[src/rtl/enemy_wave_scheduler.sv]
// enemy_wave_scheduler: sequences enemy waves for one game.
//   IDLE -> SPAWN -> RUN -> CLEAR -> (SPAWN | DONE); DONE -> SPAWN on Start.
//   Also arbitrates per-enemy fire requests onto one shared projectile slot.
// Ports:
//   frame_clk     in   one tick per video frame
//   Reset         in   synchronous, active-low
//   Start         in   starts a game from IDLE or DONE
//   EShipColl     in   [NE] per-enemy hit pulses
//   FireReq       in   [NE] per-enemy fire requests
//   ProjSlotFree  in   shared enemy projectile slot is free
//   ESchedCtr     out  [10] movement schedule step index
//   WaveNum       out  [3] current wave index
//   EShipAlive    out  [NE] per-enemy alive flags
//   FireGrant     out  [NE] one-cycle one-hot fire grant (or zero)
//   WaveActive    out  high in RUN
//   GameDone      out  high in DONE
module enemy_wave_scheduler #(
    parameter int unsigned NE           = 8,
    parameter int unsigned NM           = 16,
    parameter int unsigned STEP_FRAMES  = 4,
    parameter int unsigned CLEAR_FRAMES = 60,
    parameter int unsigned NWAVE        = 4
) (
    input  logic          frame_clk,
    input  logic          Reset,
    input  logic          Start,
    input  logic [NE-1:0] EShipColl,
    input  logic [NE-1:0] FireReq,
    input  logic          ProjSlotFree,
    output logic [9:0]    ESchedCtr,
    output logic [2:0]    WaveNum,
    output logic [NE-1:0] EShipAlive,
    output logic [NE-1:0] FireGrant,
    output logic          WaveActive,
    output logic          GameDone
);

    localparam int unsigned PW = (NE > 1) ? $clog2(NE) : 1;
    localparam int unsigned SW = (STEP_FRAMES > 1) ? $clog2(STEP_FRAMES) : 1;
    localparam int unsigned CW = (CLEAR_FRAMES > 1) ? $clog2(CLEAR_FRAMES) : 1;

    typedef enum logic [2:0] {
        IDLE  = 3'd0,
        SPAWN = 3'd1,
        RUN   = 3'd2,
        CLEAR = 3'd3,
        DONE  = 3'd4
    } state_t;

    state_t        state, nextState;
    logic [SW-1:0] stepCtr, stepNext;
    logic [CW-1:0] clearCtr, clearNext;
    logic [PW-1:0] ptr, ptrNext;
    logic [9:0]    schedNext;
    logic [2:0]    waveNext;
    logic [NE-1:0] aliveNext, grantNext, eligible;
    logic [PW-1:0] pick;
    logic          found, stepTerm, clearTerm;
    int unsigned   scanIdx;

    // State and datapath registers
    always_ff @(posedge frame_clk) begin
        if (!Reset) begin
            state      <= IDLE;
            stepCtr    <= '0;
            clearCtr   <= '0;
            ptr        <= '0;
            ESchedCtr  <= '0;
            WaveNum    <= '0;
            EShipAlive <= '0;
            FireGrant  <= '0;
            WaveActive <= 1'b0;
            GameDone   <= 1'b0;
        end else begin
            state      <= nextState;
            stepCtr    <= stepNext;
            clearCtr   <= clearNext;
            ptr        <= ptrNext;
            ESchedCtr  <= schedNext;
            WaveNum    <= waveNext;
            EShipAlive <= aliveNext;
            FireGrant  <= grantNext;
            WaveActive <= (nextState == RUN);
            GameDone   <= (nextState == DONE);
        end
    end

    // Round-robin search for the first eligible shooter at or after ptr
    always_comb begin
        eligible = FireReq & EShipAlive & ~EShipColl;
        found    = 1'b0;
        pick     = '0;
        scanIdx  = 0;
        for (int unsigned i = 0; i < NE; i++) begin
            scanIdx = (32'(ptr) + i) % NE;
            if (!found && eligible[PW'(scanIdx)]) begin
                found = 1'b1;
                pick  = PW'(scanIdx);
            end
        end
    end

    // Next-state and datapath updates
    always_comb begin
        nextState = state;
        stepNext  = stepCtr;
        clearNext = '0;
        ptrNext   = ptr;
        schedNext = ESchedCtr;
        waveNext  = WaveNum;
        aliveNext = EShipAlive & ~EShipColl;
        grantNext = '0;
        stepTerm  = (stepCtr == SW'(STEP_FRAMES - 1));
        clearTerm = (clearCtr == CW'(CLEAR_FRAMES - 1));

        unique case (state)
            IDLE, DONE: begin
                if (Start) begin
                    nextState = SPAWN;
                    waveNext  = '0;
                end
            end
            SPAWN: begin
                nextState = RUN;
                aliveNext = '1;
                schedNext = '0;
                stepNext  = '0;
            end
            RUN: begin
                stepNext = stepTerm ? '0 : stepCtr + 1'b1;
                if (stepTerm) begin
                    schedNext = (ESchedCtr == 10'(NM - 1)) ? 10'd0 : ESchedCtr + 10'd1;
                end
                // Alive flags are registered, so the wave ends one frame after the last kill lands
                if (EShipAlive == '0) begin
                    nextState = CLEAR;
                end
                // A grant is always followed by an idle frame so the consumer can take the slot
                if (ProjSlotFree && found && (FireGrant == '0)) begin
                    grantNext[pick] = 1'b1;
                    ptrNext = (pick == PW'(NE - 1)) ? '0 : pick + 1'b1;
                end
            end
            CLEAR: begin
                clearNext = clearCtr + 1'b1;
                if (clearTerm) begin
                    clearNext = '0;
                    if (WaveNum < 3'(NWAVE - 1)) begin
                        nextState = SPAWN;
                        waveNext  = WaveNum + 3'd1;
                    end else begin
                        nextState = DONE;
                    end
                end
            end
            default: nextState = IDLE;
        endcase
    end

endmodule

[config.mk]
export PLATFORM = sky130hd
export DESIGN_NAME = enemy_wave_scheduler
export DESIGN_NICKNAME = d
export VERILOG_FILES = /design/src/rtl/enemy_wave_scheduler.sv
export SDC_FILE = /design/constraint.sdc
export NUM_CORES = 1
export LEC_CHECK = 0
export ABC_AREA = 1
export ABC_CLOCK_PERIOD_IN_PS = 6090
export BUFFER_PORTS_ARGS = -buffer_cell sky130_fd_sc_hd__buf_2
export CAP_MARGIN = 40
export CORE_MARGIN = 10
export CORE_UTILIZATION = 30
export CTS_BUF_LIST = sky130_fd_sc_hd__clkbuf_16
export CTS_CLUSTER_SIZE = 28
export DETAILED_ROUTE_END_ITERATION = 8
export SLEW_MARGIN = 5
export SYNTH_ARGS = -nofsm -noshare
export SYNTH_HDL_FRONTEND = slang
export SYNTH_SLANG_ARGS = --single-unit
[constraint.sdc]
create_clock -name frame_clk -period 6.09 [get_ports frame_clk]
set_input_delay 0.609 -clock frame_clk [delete_from_list [all_inputs] [get_ports frame_clk]]
set_output_delay 0.609 -clock frame_clk [all_outputs]
set_load 0.05 [all_outputs]
Word-level counts from Yosys, hierarchy flattened. Cells that the tools add are included.

Register bits: 45. Input bits: 20. Output and inout port bits: 31. Word-level logic and storage cells: 131.

Add/subtract/negate cells: 12. $lt $le $gt $ge: 11. Equal/unequal tests: 14. Muxes and demuxes: 50. Bitwise gates (word level): 6. Reductions and logical operators: 28.

Operator list (count): $mux 3 (16); $lt 3x4->1 const B (9); $and 8x8->8 (3); $bmux 1 s3 (8); $mux 10 (2); $pmux 10 s2 (1); $mux 1 (17); $logic_not 8->1 (2); $add 3x3->3 const B (4); $pmux 3 s4 (1); $add 10x1->10 const B (1); $eq 10x4->1 const B (1); $logic_and 1x1->1 (10); $add 3x1->3 const B (3); $eq 3x2->1 const B (3); $eq 3x3->1 const B (3); $mux 8 (1); $ne 2x2->1 const B (4); $not 8->8 (1); $logic_not 1->1 (7); $add 3x2->3 const B (2); $add 6x1->6 const B (1); $eq 6x6->1 const B (1); $pmux 3 s2 (1); other kinds (16) (19).

Logic depth before layout (Yosys ltp).
Word-level depth: 30. Mapped depth: 20. Mapped depth without buffers: 19.

Least setup slack after synthesis. Ideal clock, no wire load.

Kind: flip-flop to flip-flop. From: register ptr[0]. To: register ptr[2]. Library setup time: 0.122 ns. Arrival: 2.633 ns. Data required time: 5.968 ns. Setup slack: 3.335 ns. Cell stages (with the launch flop): 21. Path buffers: 2. Clock period less this slack: 2.755 ns. Cells stage by stage: dfxtp_1 -> inv_2 -> buf_6 -> ha_1 -> buf_2 -> inv_2 -> nand3_1 -> nand3_1 -> nand2_2 -> nor2_8 -> nand2_1 -> nor2_1 -> nor2_1 -> nor2_1 -> nand3_2 -> nand2_1 -> inv_1 -> ha_1 -> ha_1 -> nand2_1 -> o21ai_0.

Longest elaborated chain between the ends: 27. Elaborated cells between the ends (all ways): 59. Those cells by class: add/sub: 8; eq/ne: 1; mux: 33; reduce/logical: 17.

RTL lines: start, declared (RTL line 53) `logic [PW-1:0] ptr, ptrNext;`; start signal, assigned (RTL line 78) `ptr <= ptrNext;`; branches (longest 27 deep; another with $add 3x1->3).

Several ways; the timed one is not identified. The select of a mux whose other input is x is not followed. A chain may end at the register's enable or synchronous reset.

Final worst setup path. Same ends and word-level chain as after synthesis.

==> flow_summary.yaml <==
outcome:
  status: "finished clean"
final_layout:
  nFillCells: 1018
  multi_input_area_um2: 1680
  fin_nets: 496
  regArea_um2: 901
  synthToLayoutAreaGrowth_pct: 18.3
  insertedDiodeCount: 0
  stdcell_count: 598
  final_layout_size_suffix_gt1_frac: 0.203
synthesis:
  synthArstFlopShare: 0
  synthTopCellsByCount: "85 x nand2_1, 53 x inv_1, 51 x nand3_1"
  synth.most_common_cell: "nand2_1"
  synth_area_leaders: "dfxtp_1 31%, nand2_1 11%, nand3_1 8.9%, inv_1 7.0%, nor2_1 6.6%"
  netlist_instances: 419
  synth_area_um2: 2860
  synth.distinct_cells: 44
  ys_warn_count: 0
  synthesis.nets: 447
  yosysTopAreaCell: "dfxtp_1"
  ys.flop_type: "dfxtp_1"
  seq_area_frac_synth: 0.315
  synth_edf_count: 0
  synth_top_area_frac: 0.315
  ys_seq_elements: 45
  syn-mean-instance-area_um2: 6.83
flow_run:
  maxCapViolCount: 0
timing:
  slew_violations: 0
  slew_headroom: 0.635
  final_hold_viol_count: 0
  rsz0062_at_grt: "false"
  setup-violations-final: 0
  min_period_ps: 3400
  finalCritPeriodShare: 0.558
  tns_ps: 0
  timing.fmax_mhz: 294
  max_slew.worst_pin.slew_ps: 547
  fin_worst_skew_ps: 7.38
  setup_slack_ps: 2690
setup_path:
  reg2reg_from: "ptr[0]$_SDFFE_PN0P_"
  cp-start-kind: "flop"
  cp_max_fo: 15
  worstReg2RegEnd: "ptr[2]$_SDFFE_PN0P_"
  crit_arrival_ps: 3560
  r2r_slack_ps: 2690
  crit_required_ps: 6250
  setup.worst_path.end_class: "flop"
  rr_worst_depth: 17
  path_class: "reg -> reg"
floorplanning:
  rows: 35
  core_um2: 9280
  die-area_um2: 13800
  io-pin-count: 51
  dieHeight_um: 118
  die_w_um: 118
  start_util: 0.308
grt:
  grt-ovfl-total: 0
  grt_pass1_wl_um: 13000
  grt_max_degree: 19
  grt_pass1_vias: 2831
  antenna_found_initial: 0
  grt.total_usage: 0.109
clocking:
  cts_tree: "done"
  cts_hold_buf: 0
  clk_path_buf_depth: 2
  cts-buffers-inserted: 5
  worst_skew_pair.late_latency_ps: 290
  cts_resized: 0
  root_buffer: "clkbuf_16"
  cts_sinks: 45
  clk_pin_slew_ps: 60
  post_cts_buffers: 0
  cts-htree-levels: 2
power:
  finalPower_uw: 929
  p_leak_uw: 0.00152
  vdd_drop_max_v: 0.000121
  p_per_area_nw_per_um2: 274
hold_path:
  min_from: "clearCtr[0]$_SDFF_PP0_"
  holdPathStages: 1
  hold_path_class: "reg -> reg"
  min_to: "clearCtr[0]$_SDFF_PP0_"
detailed_routing:
  ant_nets: 0
  drtIter0Drc: 146
  vias: 2845
  avgRoutedWirePerCell_um: 12.8
  dr.pass1.iters: 4
  wirelength_um: 7660
  post_drt_via_cell_ratio: 4.76
  drc_errors: 0
placement:
  preCtsSetupSlack_ps: 2720
  dp.cells: 590
  routabilityCongestion: 0.911
  io_buffers: 50
  place_hpwl_um: 6250
==> report_power, final <==
group	internal, uW	switching (uW)	leakage (uW)
clock network	192	112	0.0000775
registers	311	19.4	0.000364
logic	91.1	203	0.00107
==> critical path: stages (launching register included) <==
cell,delay [ps]
dfxtp_1,660
inv_2,260
ha_1,550
inv_2,170
nand3_1,150
nand3_1,80
nand2_1,110
nand2_2,80
nor2_4,140
nor2_1,70
inv_1,60
nand4_1,130
nand2_1,150
inv_1,50
ha_1,190
ha_1,260
nand2_1,70
o21ai_0,70
==> per-layer routing <==
layer  vias to the layer above  part of all wire  GRT usage
met3                         6             0.054     0.0259
met1                      1305              0.45      0.128
met5                         -                 0          0
met4                         0             0.011     0.0332
met2                        70              0.49      0.191
li1                       1464                 -          -
==> state kept, by name, summed over array words and instances, names as in the netlist <==
register,cells
ESchedCtr,10
EShipAlive,8
FireGrant,8
clearCtr,6
WaveNum,3
ptr,3
state,3
stepCtr,2
GameDone,1
WaveActive,1
==> how the worst max path moves through the flow <==
stage | from | endpoint | slack, ps | cells after the start
final | ptr[0]$_SDFFE_PN0P_ | ptr[2]$_SDFFE_PN0P_ | 2690 | 17
after global routing | ptr[0]$_SDFFE_PN0P_ | ptr[2]$_SDFFE_PN0P_ | 2350 | 17
after CTS | ptr[0]$_SDFFE_PN0P_ | ptr[2]$_SDFFE_PN0P_ | 2690 | 17
after detailed placement | ptr[0]$_SDFFE_PN0P_ | ptr[2]$_SDFFE_PN0P_ | 2720 | 17
after global placement | ptr[0]$_SDFFE_PN0P_ | ptr[2]$_SDFFE_PN0P_ | 2790 | 18
after floorplan | ptr[0]$_SDFFE_PN0P_ | ptr[2]$_SDFFE_PN0P_ | 3330 | 20
==> cells in the final DEF, fill, tap and decap left out, drive strengths merged <==
| master | count |
|---|---|
| nand4 | 11 |
| clkbuf | 5 |
| a21boi | 1 |
| nand2 | 94 |
| nor4b | 1 |
| bufinv | 1 |
| nor4 | 3 |
| or2 | 2 |
| nand3 | 61 |
| o21ai | 11 |
| buf | 50 |
| a211oi | 2 |
| a21oi | 28 |
| a31oi | 1 |
| o211ai | 1 |
| and2 | 1 |
| nand3b | 2 |
| o21a | 2 |
| ha | 8 |
| xor2 | 5 |
| dfxtp | 45 |
| clkinvlp | 1 |
| clkinv | 2 |
| inv | 59 |
| nor2 | 54 |
| xnor2 | 2 |
| nor3 | 15 |
| a311oi | 1 |
==> final cells by class <==
type / instances / share of cell area
multi-input combinational: 306 / 0.496
sequential: 45 / 0.266
timing repair buffer: 50 / 0.0739
inverter: 60 / 0.0665
tap: 129 / 0.0477
clock buffer: 5 / 0.0370
clock inverter: 3 / 0.0122
==> cells by family (layout without fill, tap and decap cells) <==
group | count (synthesis) | count (layout) | share of synthesized area
AO/OA/AOI/OAI | 47 | 47 | 0.0958
XOR/XNOR | 7 | 7 | 0.0241
adder cells (fa/ha/maj) | 8 | 8 | 0.0350
buffers and inverters | 68 | 118 | 0.0975
flip-flops | 45 | 45 | 0.315
AND/OR/NAND/NOR | 244 | 244 | 0.433
==> through the flow <==
| step | hold slack, ps | instance area (um2) | utilization |
|---|---|---|---|
| floorplan | 418 | 2860 | - |
| global placement | 435 | 3220 | 0.347 |
| detailed placement | 445 | 3220 | 0.347 |
| CTS | 456 | 3380 | 0.365 |
| global route | 469 | 3380 | 0.365 |
| finish | 453 | 3380 | 0.365 |
No activity file was read; power rests on OpenSTA's default activity.
